==> config.mk <==
export PLATFORM = sky130hd
export DESIGN_NAME = apb_master_ctrl
export DESIGN_NICKNAME = d
export VERILOG_FILES = /design/src/rtl/apb_master_pkg.sv /design/src/rtl/apb_cmd_fifo.sv /design/src/rtl/apb_master_ctrl.sv
export SDC_FILE = /design/constraint.sdc
export NUM_CORES = 1
export LEC_CHECK = 0
export BUFFER_PORTS_ARGS = -buffer_cell sky130_fd_sc_hd__buf_2
export CORE_UTILIZATION = 25
export DETAILED_ROUTE_END_ITERATION = 10
export GPL_TIMING_DRIVEN = 0
export PLACE_DENSITY = 0.53
export SYNTH_ARGS = -nofsm -noshare
export SYNTH_HDL_FRONTEND = slang
export SYNTH_SLANG_ARGS = --single-unit
==> constraint.sdc <==
create_clock -name cpu_pclk -period 2 [get_ports cpu_pclk]
set_clock_uncertainty 0.05 [all_clocks]
set_input_delay 0.1 -clock cpu_pclk [delete_from_list [all_inputs] [get_ports cpu_pclk]]
set_output_delay 0.1 -clock cpu_pclk [all_outputs]
set_load 0.02 [all_outputs]
==> src/rtl/apb_master_pkg.sv <==
// Shared definitions for the APB master controller: FSM state encoding
// and default parameter values.
package apb_master_pkg;

    localparam int unsigned DEF_ADDR_W    = 8;
    localparam int unsigned DEF_DATA_W    = 8;
    localparam int unsigned DEF_CMD_DEPTH = 4;
    localparam int unsigned DEF_TIMEOUT   = 16;

    typedef enum logic [1:0] {
        ST_IDLE   = 2'd0,
        ST_SETUP  = 2'd1,
        ST_ACCESS = 2'd2
    } apb_state_e;

endpackage

==> src/rtl/apb_cmd_fifo.sv <==
// Command queue for the APB master: power-of-two depth, FIFO order,
// no bypass (a pop on an empty queue is ignored).
module apb_cmd_fifo #(
    parameter int unsigned WIDTH = 17,
    parameter int unsigned DEPTH = 4
) (
    input  logic             clk,
    input  logic             rst,
    input  logic             push,
    input  logic [WIDTH-1:0] wdata,
    input  logic             pop,
    output logic [WIDTH-1:0] rdata,
    output logic             empty,
    output logic             full
);

    localparam int unsigned      PTR_W    = $clog2(DEPTH);
    localparam logic [PTR_W-1:0] PTR_ONE  = PTR_W'(1);
    localparam logic [PTR_W:0]   CNT_ONE  = (PTR_W + 1)'(1);
    localparam logic [PTR_W:0]   FULL_CNT = (PTR_W + 1)'(DEPTH);

    logic [WIDTH-1:0] mem_q [DEPTH];
    logic [PTR_W-1:0] wr_ptr_q;
    logic [PTR_W-1:0] rd_ptr_q;
    logic [PTR_W:0]   count_q;
    logic             do_push;
    logic             do_pop;

    assign empty   = (count_q == '0);
    assign full    = (count_q == FULL_CNT);
    assign do_pop  = pop && !empty;
    // A push into a full queue is legal only when the head leaves on the same edge.
    assign do_push = push && (!full || do_pop);
    assign rdata   = mem_q[rd_ptr_q];

    always_ff @(posedge clk) begin
        if (do_push) begin
            mem_q[wr_ptr_q] <= wdata;
        end
    end

    always_ff @(posedge clk or posedge rst) begin
        if (rst) begin
            wr_ptr_q <= '0;
            rd_ptr_q <= '0;
            count_q  <= '0;
        end else begin
            if (do_push) begin
                wr_ptr_q <= wr_ptr_q + PTR_ONE;
            end
            if (do_pop) begin
                rd_ptr_q <= rd_ptr_q + PTR_ONE;
            end
            case ({do_push, do_pop})
                2'b10:   count_q <= count_q + CNT_ONE;
                2'b01:   count_q <= count_q - CNT_ONE;
                default: count_q <= count_q;
            endcase
        end
    end

endmodule

==> src/rtl/apb_master_ctrl.sv <==
// APB master: queues read/write commands and issues them as APB transfers,
// with wait-state timeout and one response pulse per accepted command.
module apb_master_ctrl
    import apb_master_pkg::*;
#(
    parameter int unsigned ADDR_W    = DEF_ADDR_W,
    parameter int unsigned DATA_W    = DEF_DATA_W,
    parameter int unsigned CMD_DEPTH = DEF_CMD_DEPTH,
    parameter int unsigned TIMEOUT   = DEF_TIMEOUT
) (
    input  logic              cpu_pclk,
    input  logic              cpu_preset,
    input  logic              cmd_valid,
    output logic              cmd_ready,
    input  logic              cmd_write,
    input  logic [ADDR_W-1:0] cmd_addr,
    input  logic [DATA_W-1:0] cmd_wdata,
    output logic              rsp_valid,
    output logic              rsp_write,
    output logic [DATA_W-1:0] rsp_rdata,
    output logic              rsp_err,
    output logic              rsp_timeout,
    output logic [ADDR_W-1:0] cpu_paddr,
    output logic [DATA_W-1:0] cpu_pwdata,
    output logic              cpu_pwrite,
    output logic              cpu_psel,
    output logic              cpu_penable,
    input  logic              cpu_pready,
    input  logic              cpu_pslverr,
    input  logic [DATA_W-1:0] cpu_prdata
);

    localparam int unsigned      CMD_W     = ADDR_W + DATA_W + 1;
    localparam int unsigned      CNT_W     = $clog2(TIMEOUT + 1);
    localparam logic [CNT_W-1:0] WAIT_LAST = CNT_W'(TIMEOUT - 1);
    localparam logic [CNT_W-1:0] CNT_ONE   = CNT_W'(1);

    apb_state_e        state_q;
    logic [CNT_W-1:0]  wait_cnt_q;
    logic              ready_en_q;
    logic              psel_q;
    logic              penable_q;
    logic              pwrite_q;
    logic [ADDR_W-1:0] paddr_q;
    logic [DATA_W-1:0] pwdata_q;
    logic              rsp_valid_q;
    logic              rsp_write_q;
    logic [DATA_W-1:0] rsp_rdata_q;
    logic              rsp_err_q;
    logic              rsp_timeout_q;

    logic              fifo_push;
    logic              fifo_pop;
    logic              fifo_empty;
    logic              fifo_full;
    logic [CMD_W-1:0]  fifo_rdata;
    logic              head_write;
    logic [ADDR_W-1:0] head_addr;
    logic [DATA_W-1:0] head_wdata;

    // Held low through reset and released one edge after it deasserts.
    assign cmd_ready = ready_en_q && !fifo_full;
    assign fifo_push = cmd_valid && cmd_ready;
    assign fifo_pop  = !fifo_empty &&
                       ((state_q == ST_IDLE) || ((state_q == ST_ACCESS) && cpu_pready));

    assign head_write = fifo_rdata[CMD_W-1];
    assign head_addr  = fifo_rdata[DATA_W +: ADDR_W];
    assign head_wdata = fifo_rdata[DATA_W-1:0];

    apb_cmd_fifo #(
        .WIDTH (CMD_W),
        .DEPTH (CMD_DEPTH)
    ) u_cmd_fifo (
        .clk   (cpu_pclk),
        .rst   (cpu_preset),
        .push  (fifo_push),
        .wdata ({cmd_write, cmd_addr, cmd_wdata}),
        .pop   (fifo_pop),
        .rdata (fifo_rdata),
        .empty (fifo_empty),
        .full  (fifo_full)
    );

    always_ff @(posedge cpu_pclk or posedge cpu_preset) begin
        if (cpu_preset) begin
            state_q       <= ST_IDLE;
            wait_cnt_q    <= '0;
            ready_en_q    <= 1'b0;
            psel_q        <= 1'b0;
            penable_q     <= 1'b0;
            pwrite_q      <= 1'b0;
            paddr_q       <= '0;
            pwdata_q      <= '0;
            rsp_valid_q   <= 1'b0;
            rsp_write_q   <= 1'b0;
            rsp_rdata_q   <= '0;
            rsp_err_q     <= 1'b0;
            rsp_timeout_q <= 1'b0;
        end else begin
            ready_en_q    <= 1'b1;
            rsp_valid_q   <= 1'b0;
            rsp_write_q   <= 1'b0;
            rsp_rdata_q   <= '0;
            rsp_err_q     <= 1'b0;
            rsp_timeout_q <= 1'b0;
            case (state_q)
                ST_IDLE: begin
                    if (!fifo_empty) begin
                        state_q   <= ST_SETUP;
                        psel_q    <= 1'b1;
                        penable_q <= 1'b0;
                        pwrite_q  <= head_write;
                        paddr_q   <= head_addr;
                        pwdata_q  <= head_wdata;
                    end
                end
                ST_SETUP: begin
                    state_q    <= ST_ACCESS;
                    penable_q  <= 1'b1;
                    wait_cnt_q <= '0;
                end
                ST_ACCESS: begin
                    if (cpu_pready) begin
                        rsp_valid_q <= 1'b1;
                        rsp_write_q <= pwrite_q;
                        rsp_rdata_q <= pwrite_q ? '0 : cpu_prdata;
                        rsp_err_q   <= cpu_pslverr;
                        penable_q   <= 1'b0;
                        if (!fifo_empty) begin
                            state_q  <= ST_SETUP;
                            pwrite_q <= head_write;
                            paddr_q  <= head_addr;
                            pwdata_q <= head_wdata;
                        end else begin
                            state_q  <= ST_IDLE;
                            psel_q   <= 1'b0;
                            pwrite_q <= 1'b0;
                            paddr_q  <= '0;
                            pwdata_q <= '0;
                        end
                    end else if (wait_cnt_q == WAIT_LAST) begin
                        // Timeout always passes through IDLE before the next command.
                        rsp_valid_q   <= 1'b1;
                        rsp_write_q   <= pwrite_q;
                        rsp_err_q     <= 1'b1;
                        rsp_timeout_q <= 1'b1;
                        state_q       <= ST_IDLE;
                        psel_q        <= 1'b0;
                        penable_q     <= 1'b0;
                        pwrite_q      <= 1'b0;
                        paddr_q       <= '0;
                        pwdata_q      <= '0;
                    end else begin
                        wait_cnt_q <= wait_cnt_q + CNT_ONE;
                    end
                end
                default: begin
                    state_q   <= ST_IDLE;
                    psel_q    <= 1'b0;
                    penable_q <= 1'b0;
                end
            endcase
        end
    end

    assign cpu_psel    = psel_q;
    assign cpu_penable = penable_q;
    assign cpu_pwrite  = pwrite_q;
    assign cpu_paddr   = paddr_q;
    assign cpu_pwdata  = pwdata_q;
    assign rsp_valid   = rsp_valid_q;
    assign rsp_write   = rsp_write_q;
    assign rsp_rdata   = rsp_rdata_q;
    assign rsp_err     = rsp_err_q;
    assign rsp_timeout = rsp_timeout_q;

endmodule
; Word level (Yosys, flattened, before mapping)
; Memory sizes are Yosys's and may differ from the RTL's.
; Index checks and enable logic that the tools add are counted.
[totals]
n_memories = 1
ff_bits = 46
mem_bits_rw = 68
wordCells = 98
[memory_table]
columns = name, words, width, read_ports, rd_ports_with_merged_regs, wr, line
row1 = u_cmd_fifo.mem_q, 4, 17, 1, 0, 1, apb_cmd_fifo.sv:22  ; logic [WIDTH-1:0] mem_q [DEPTH];
[op_classes]
mux = 45
n_eq_ne = 11
reduce_logical = 19
n_bitwise = 1
n_addsub = 5
[ops]
columns = op, count
row1 = 2-to-1 mux 8 bit, 10
row2 = case mux 8 bit (2 select lines), 2
row3 = 2-to-1 mux 1 bit, 22
row4 = 2-to-1 mux 5 bit, 2
row5 = case mux 5 bit (2 select lines), 1
row6 = logical AND 1 bit, 6
row7 = 2-to-1 mux 2 bit, 3
row8 = != test 2 bit (second input constant), 3
row9 = case mux 1 bit (3 select lines), 2
row10 = case mux 2 bit (3 select lines), 1
row11 = case mux 3 bit (2 select lines), 1
row12 = AND reduction 3 bit, 2
row13 = nonzero test 2 bit, 3
row14 = adder 5 x 1 -> 5 bit (second input constant), 1
row15 = == test 5 x 4 -> 1 bit (second input constant), 1
row16 = adder 2 x 1 -> 2 bit (second input constant), 2
row17 = == test 2 x 1 -> 1 bit (second input constant), 2
row18 = == test 2 bit (second input constant), 2
row19 = AND reduction 4 bit, 1
row20 = adder 3 x 1 -> 3 bit (second input constant), 1
row21 = == test 3 bit (second input constant), 1
row22 = logical NOT 3 bit, 1
row23 = != test 3 x 2 -> 1 bit (second input constant), 1
row24 = != test 3 bit (second input constant), 1
row25 = 7 further kinds, 9

; Depth between registers and ports, before layout
[logic_depth]
ltp_word = 9
depth_mapped = 11
mapped_depth_nobuf = 9

; By module
; A second synthesis with hierarchy kept.
[unflattened]
hier_cells = 266
hier_area_um2 = 4541.9
[by_module_without_submodules]
columns = module, seq_area_each_um2, cells_each, n_inst, area_per_inst_um2
row1 = apb_cmd_fifo, 2217.1, 143, 1, 2971.6
row2 = apb_master_ctrl, 950.9, 123, 1, 1570.3

; Least setup slack after synthesis
; OpenSTA, ideal clock, no wires.
[synth_timing]
path_type = reg-to-reg
start = reg cpu_penable (netlist name)
end = reg u_cmd_fifo.count_q[2]
path_buffers = 3
period_less_slack_ns = 2.253
setup_slack_ns = -0.253
required_ns = 1.870
path_stages_with_launch = 12
arrival_time_ns = 2.123
setup_ns = 0.080
cell_sequence = dfrtp_1 > buf_4 > inv_1 > o211a_1 > buf_6 > buf_8 > ha_1 > inv_1 > fa_1 > xor2_1 > nor2_1 > xnor2_1
[synth_rtl]
columns = item, line
row1 = end signal: assignment, apb_cmd_fifo.sv:55  ; 2'b10: count_q <= count_q + CNT_ONE;
row2 = end signal: assignment, apb_cmd_fifo.sv:56  ; 2'b01: count_q <= count_q - CNT_ONE;
row3 = end signal: assignment, apb_cmd_fifo.sv:57  ; default: count_q <= count_q;
row4 = end: declaration, apb_cmd_fifo.sv:25  ; logic [PTR_W:0] count_q;

; Final worst setup path
[layout_timing]
start = reg wait_cnt_q[1]
end = reg paddr_q[5], in the netlist cpu_paddr[5]
[layout_via]
elab_chain_len = 3
[layout_lines]
columns = item, line
row1 = start: declaration, apb_master_ctrl.sv:39  ; logic [CNT_W-1:0] wait_cnt_q;
row2 = start signal: assignment, apb_master_ctrl.sv:155  ; wait_cnt_q <= wait_cnt_q + CNT_ONE;
row3 = == test 5 x 4 -> 1 bit, apb_master_ctrl.sv:142  ; end else if (wait_cnt_q == WAIT_LAST) begin
row4 = != test 3 x 2 -> 1 bit (no source line), --
row5 = AND reduction 3 bit (no source line), --
row6 = end signal: assignment, apb_master_ctrl.sv:114  ; paddr_q <= head_addr;
row7 = end signal: assignment, apb_master_ctrl.sv:133  ; paddr_q <= head_addr;
row8 = end: declaration, apb_master_ctrl.sv:44  ; logic [ADDR_W-1:0] paddr_q;
; Every way passes these cells.
; A chain may end at the register's enable or synchronous reset.

==> qor.txt <==
status: finished, final reports clean
Post-synth EDFFs: 68
DR WL/cell: 15.79 microns
pwr/cell area: 1523 nW/um^2
Die H: 135.2 microns
Fin Hold WS: 0.1435 ns
Peak Freq: 502.3 MHz
TritonCTS clock tree: done
CP max stage delay: 0.41 ns
fraction of registers with async set/reset: 0.3982
Worst Hold Class: in -> reg
Routed Wire Length: 9.539 mm
Final Hold Viols: 0
# rows: 48
Worst-Margin Slew: 0.7712 ns
die width: 135.2 microns
Worst Path Max Fanout: 5
# IOs: 62
Area growth syn-to-layout: 37.70%
leakage power total: 0.002455 uW
WP data required: 2.27 ns
H-tree levels: 4
DR DRC count: 0
number of distinct library cells after synthesis: 43
Iter 0 DRT Violations: 68
Worst setup EP type: flop
final non-filler cell total: 604
clk buf depth: 2
sequential share of the synthesized area: 0.7144
Inst Count DP: 532
all-layer global routing usage: 0.1158
grt met2 use: 0.1889
Syn Nets: 283
GRT busiest layer: met2
RSZ-0062 raised after global routing: true
critical-path cell list: ha_2, and3_4, ha_4, or3b_4, o211ai_4, buf_8, mux2i_1
CP Class: reg -> reg
root buffer cell: clkbuf_16
end-of-flow core utilization: 0.3530
VDD IR max: 0.0007591 V
diode count: 0
# port buffers: 61
# clock sinks: 113
fillers: 1675
first-pass iteration count of the detailed router: 4
most frequent cells in the layout: 68 x edfxtp_1, 61 x buf_2, 43 x dfrtp_1
crit path max-delay cell type: or3b_4
met1 Use GR: 0.1383
largest net degree at the start of global routing: 27
gr ovfl total: 0
global-route wire length before repair: 14.95 mm
CP Launch Type: flop
mapped cell area: 4434 sq um
Synth Flop Type: edfxtp_1
Core ar.: 17300 sq um
syn_area_per_cell: 18.10 sq um
Skew-Pair Late Insertion Delay: 0.41 ns
DP Wirelength: 5.709 mm
vias in the first global route: 2701
Mapped Cells: 245
Syn. warnings: 0
maxcap violations: 0
antenna-violating nets left: 0
Final setup violation count: 0
Nets: 404
initial antenna violation count: 0
worst endpoint data arrival time: 2.27 ns
routed via count: 2563
final period utilization: 0.9954
multi-input logic area: 1202 sq um
fin crit period: 1.991 ns
GRT met3 Usage: 0.03554
FF/Latch Area: 3171 sq um
Num CTS Buffers: 17
clock-pin slew on the worst setup and hold paths: 0.05 ns
Starting Density: 0.2564
Synth Register Bits: 113
final slew viol count: 0
commonest non-fill, non-tap cell in the layout: edfxtp_1
vias per inst: 4.243
RePlAce Congestion: 0.6799
slew margin rel.: 0.4858
share of cells above drive strength 1: 0.4301
die area: 18270 sq um
-- routing by layer --
metal	wire, microns	up-vias
li1	-	1191
met1	4261	1287
met2	4703	67
met3	380	18
met4	195	0
met5	0	-
-- synth_stat cells, types with 2 or more instances --
cell type,n,area share
mux4_2,17,0.086
buf_6,3,0.0076
edfxtp_1,68,0.46
o31a_2,2,0.0045
clkbuf_1,2,0.0017
xnor2_1,4,0.0079
inv_1,13,0.011
a21oi_1,4,0.0045
mux2i_1,3,0.0068
and2_1,15,0.021
a31oi_1,2,0.0028
and3_1,2,0.0028
o21ai_0,4,0.0045
nor2_1,4,0.0034
a22o_1,8,0.016
o2bb2ai_1,3,0.0059
buf_4,5,0.0085
xor2_1,2,0.0040
dfrtp_1,45,0.25
nor4_1,2,0.0028
a22o_2,8,0.018
o211a_1,2,0.0045
ha_1,7,0.020
-- final cells by class --
class	instances	share of cell area
buffer	8	0.009836
sequential	113	0.5193
clock inverter	11	0.02234
inverter	14	0.009016
multi-input combinational	107	0.1969
clock buffer	21	0.07541
timing repair buffer	105	0.1211
tap	225	0.04611
-- where the power goes --
| part | switching (uW) | internal (uW) |
|---|---|---|
| combinational | 1600 | 1460 |
| sequential | 246 | 2990 |
| clock | 1000 | 2010 |
| total | 2850 | 6450 |
-- critical path: cells and delay by family (launching register included) --
family	cells	cell delay [ns]
buffers and inverters	1	0.17
muxes	1	0.18
AOI/OAI and AO/OA	1	0.15
adders and majority gates	2	0.36
DFF	1	0.40
and+or+nand+nor	2	0.59
-- flip-flops by register name (all words and copies together), names as in the netlist, 2 cells and up --
signal               cells
u_cmd_fifo.mem_q        68
cpu_paddr                8
cpu_pwdata               8
rsp_rdata                8
wait_cnt_q               5
u_cmd_fifo.count_q       3
u_cmd_fifo.rd_ptr_q      2
u_cmd_fifo.wr_ptr_q      2
-- cell families (layout without fill, tap and decap cells) --
group	Yosys count	count (layout)	synth area share
DFF	113	113	0.7144
AOI/OAI and AO/OA	40	40	0.07788
adders and majority gates	8	8	0.02427
other	1	1	0.0008457
xor gates and xnor gates	6	6	0.01185
muxes	21	21	0.09566
and+or+nand+nor	31	31	0.04204
buffers and inverters	25	159	0.03301
-- through the flow --
stage / TNS, ns / cell area [sq um] / setup slack, ns / power (uW)
after global routing: -0.4565 / 6106 / -0.06567 / 9786
after detailed placement: -8.539 / 5060 / -0.3235 / 6068
after floorplan: -0.2919 / 4453 / -0.1502 / 5235
after CTS: -0.1409 / 6052 / -0.08474 / 9385
after global placement: -10.80 / 5040 / -0.2830 / 5994
final: 0 / 6106 / 0.009115 / 9298
-- worst paths after layout --
check / startpoint / slack (ns) / cells after the start / endpoint
max: wait_cnt_q[1]$_DFFE_PP0P_ / 0.009 / 7 / cpu_paddr[5]$_DFFE_PP0P_
min: cmd_valid / 0.14 / 4 / u_cmd_fifo.wr_ptr_q[0]$_DFFE_PP0P_
max reg2reg: wait_cnt_q[1]$_DFFE_PP0P_ / 0.009 / 7 / cpu_paddr[5]$_DFFE_PP0P_
min reg2reg: cpu_pwdata[7]$_DFFE_PP0P_ / 0.46 / 1 / cpu_pwdata[7]$_DFFE_PP0P_
max in group asynchronous: cpu_preset / 1.12 / 4 / u_cmd_fifo.count_q[1]$_DFFE_PP0P_
min in group asynchronous: cpu_preset / 0.24 / 3 / wait_cnt_q[3]$_DFFE_PP0P_
-- what timing repair did --
| action | CTS | global route |
|---|---|---|
| hold endpoints to repair | 98 | 0 |
| hold buffers | 28 | 0 |
| endpoints found under the setup margin | 93 | 20 |
| setup buffers | 8 | 6 |
| gates cloned | 1 | 0 |
| pin swaps | 4 | 18 |
| resized for setup | 14 | 10 |
Note: power is estimated with default switching activity, not from simulation.
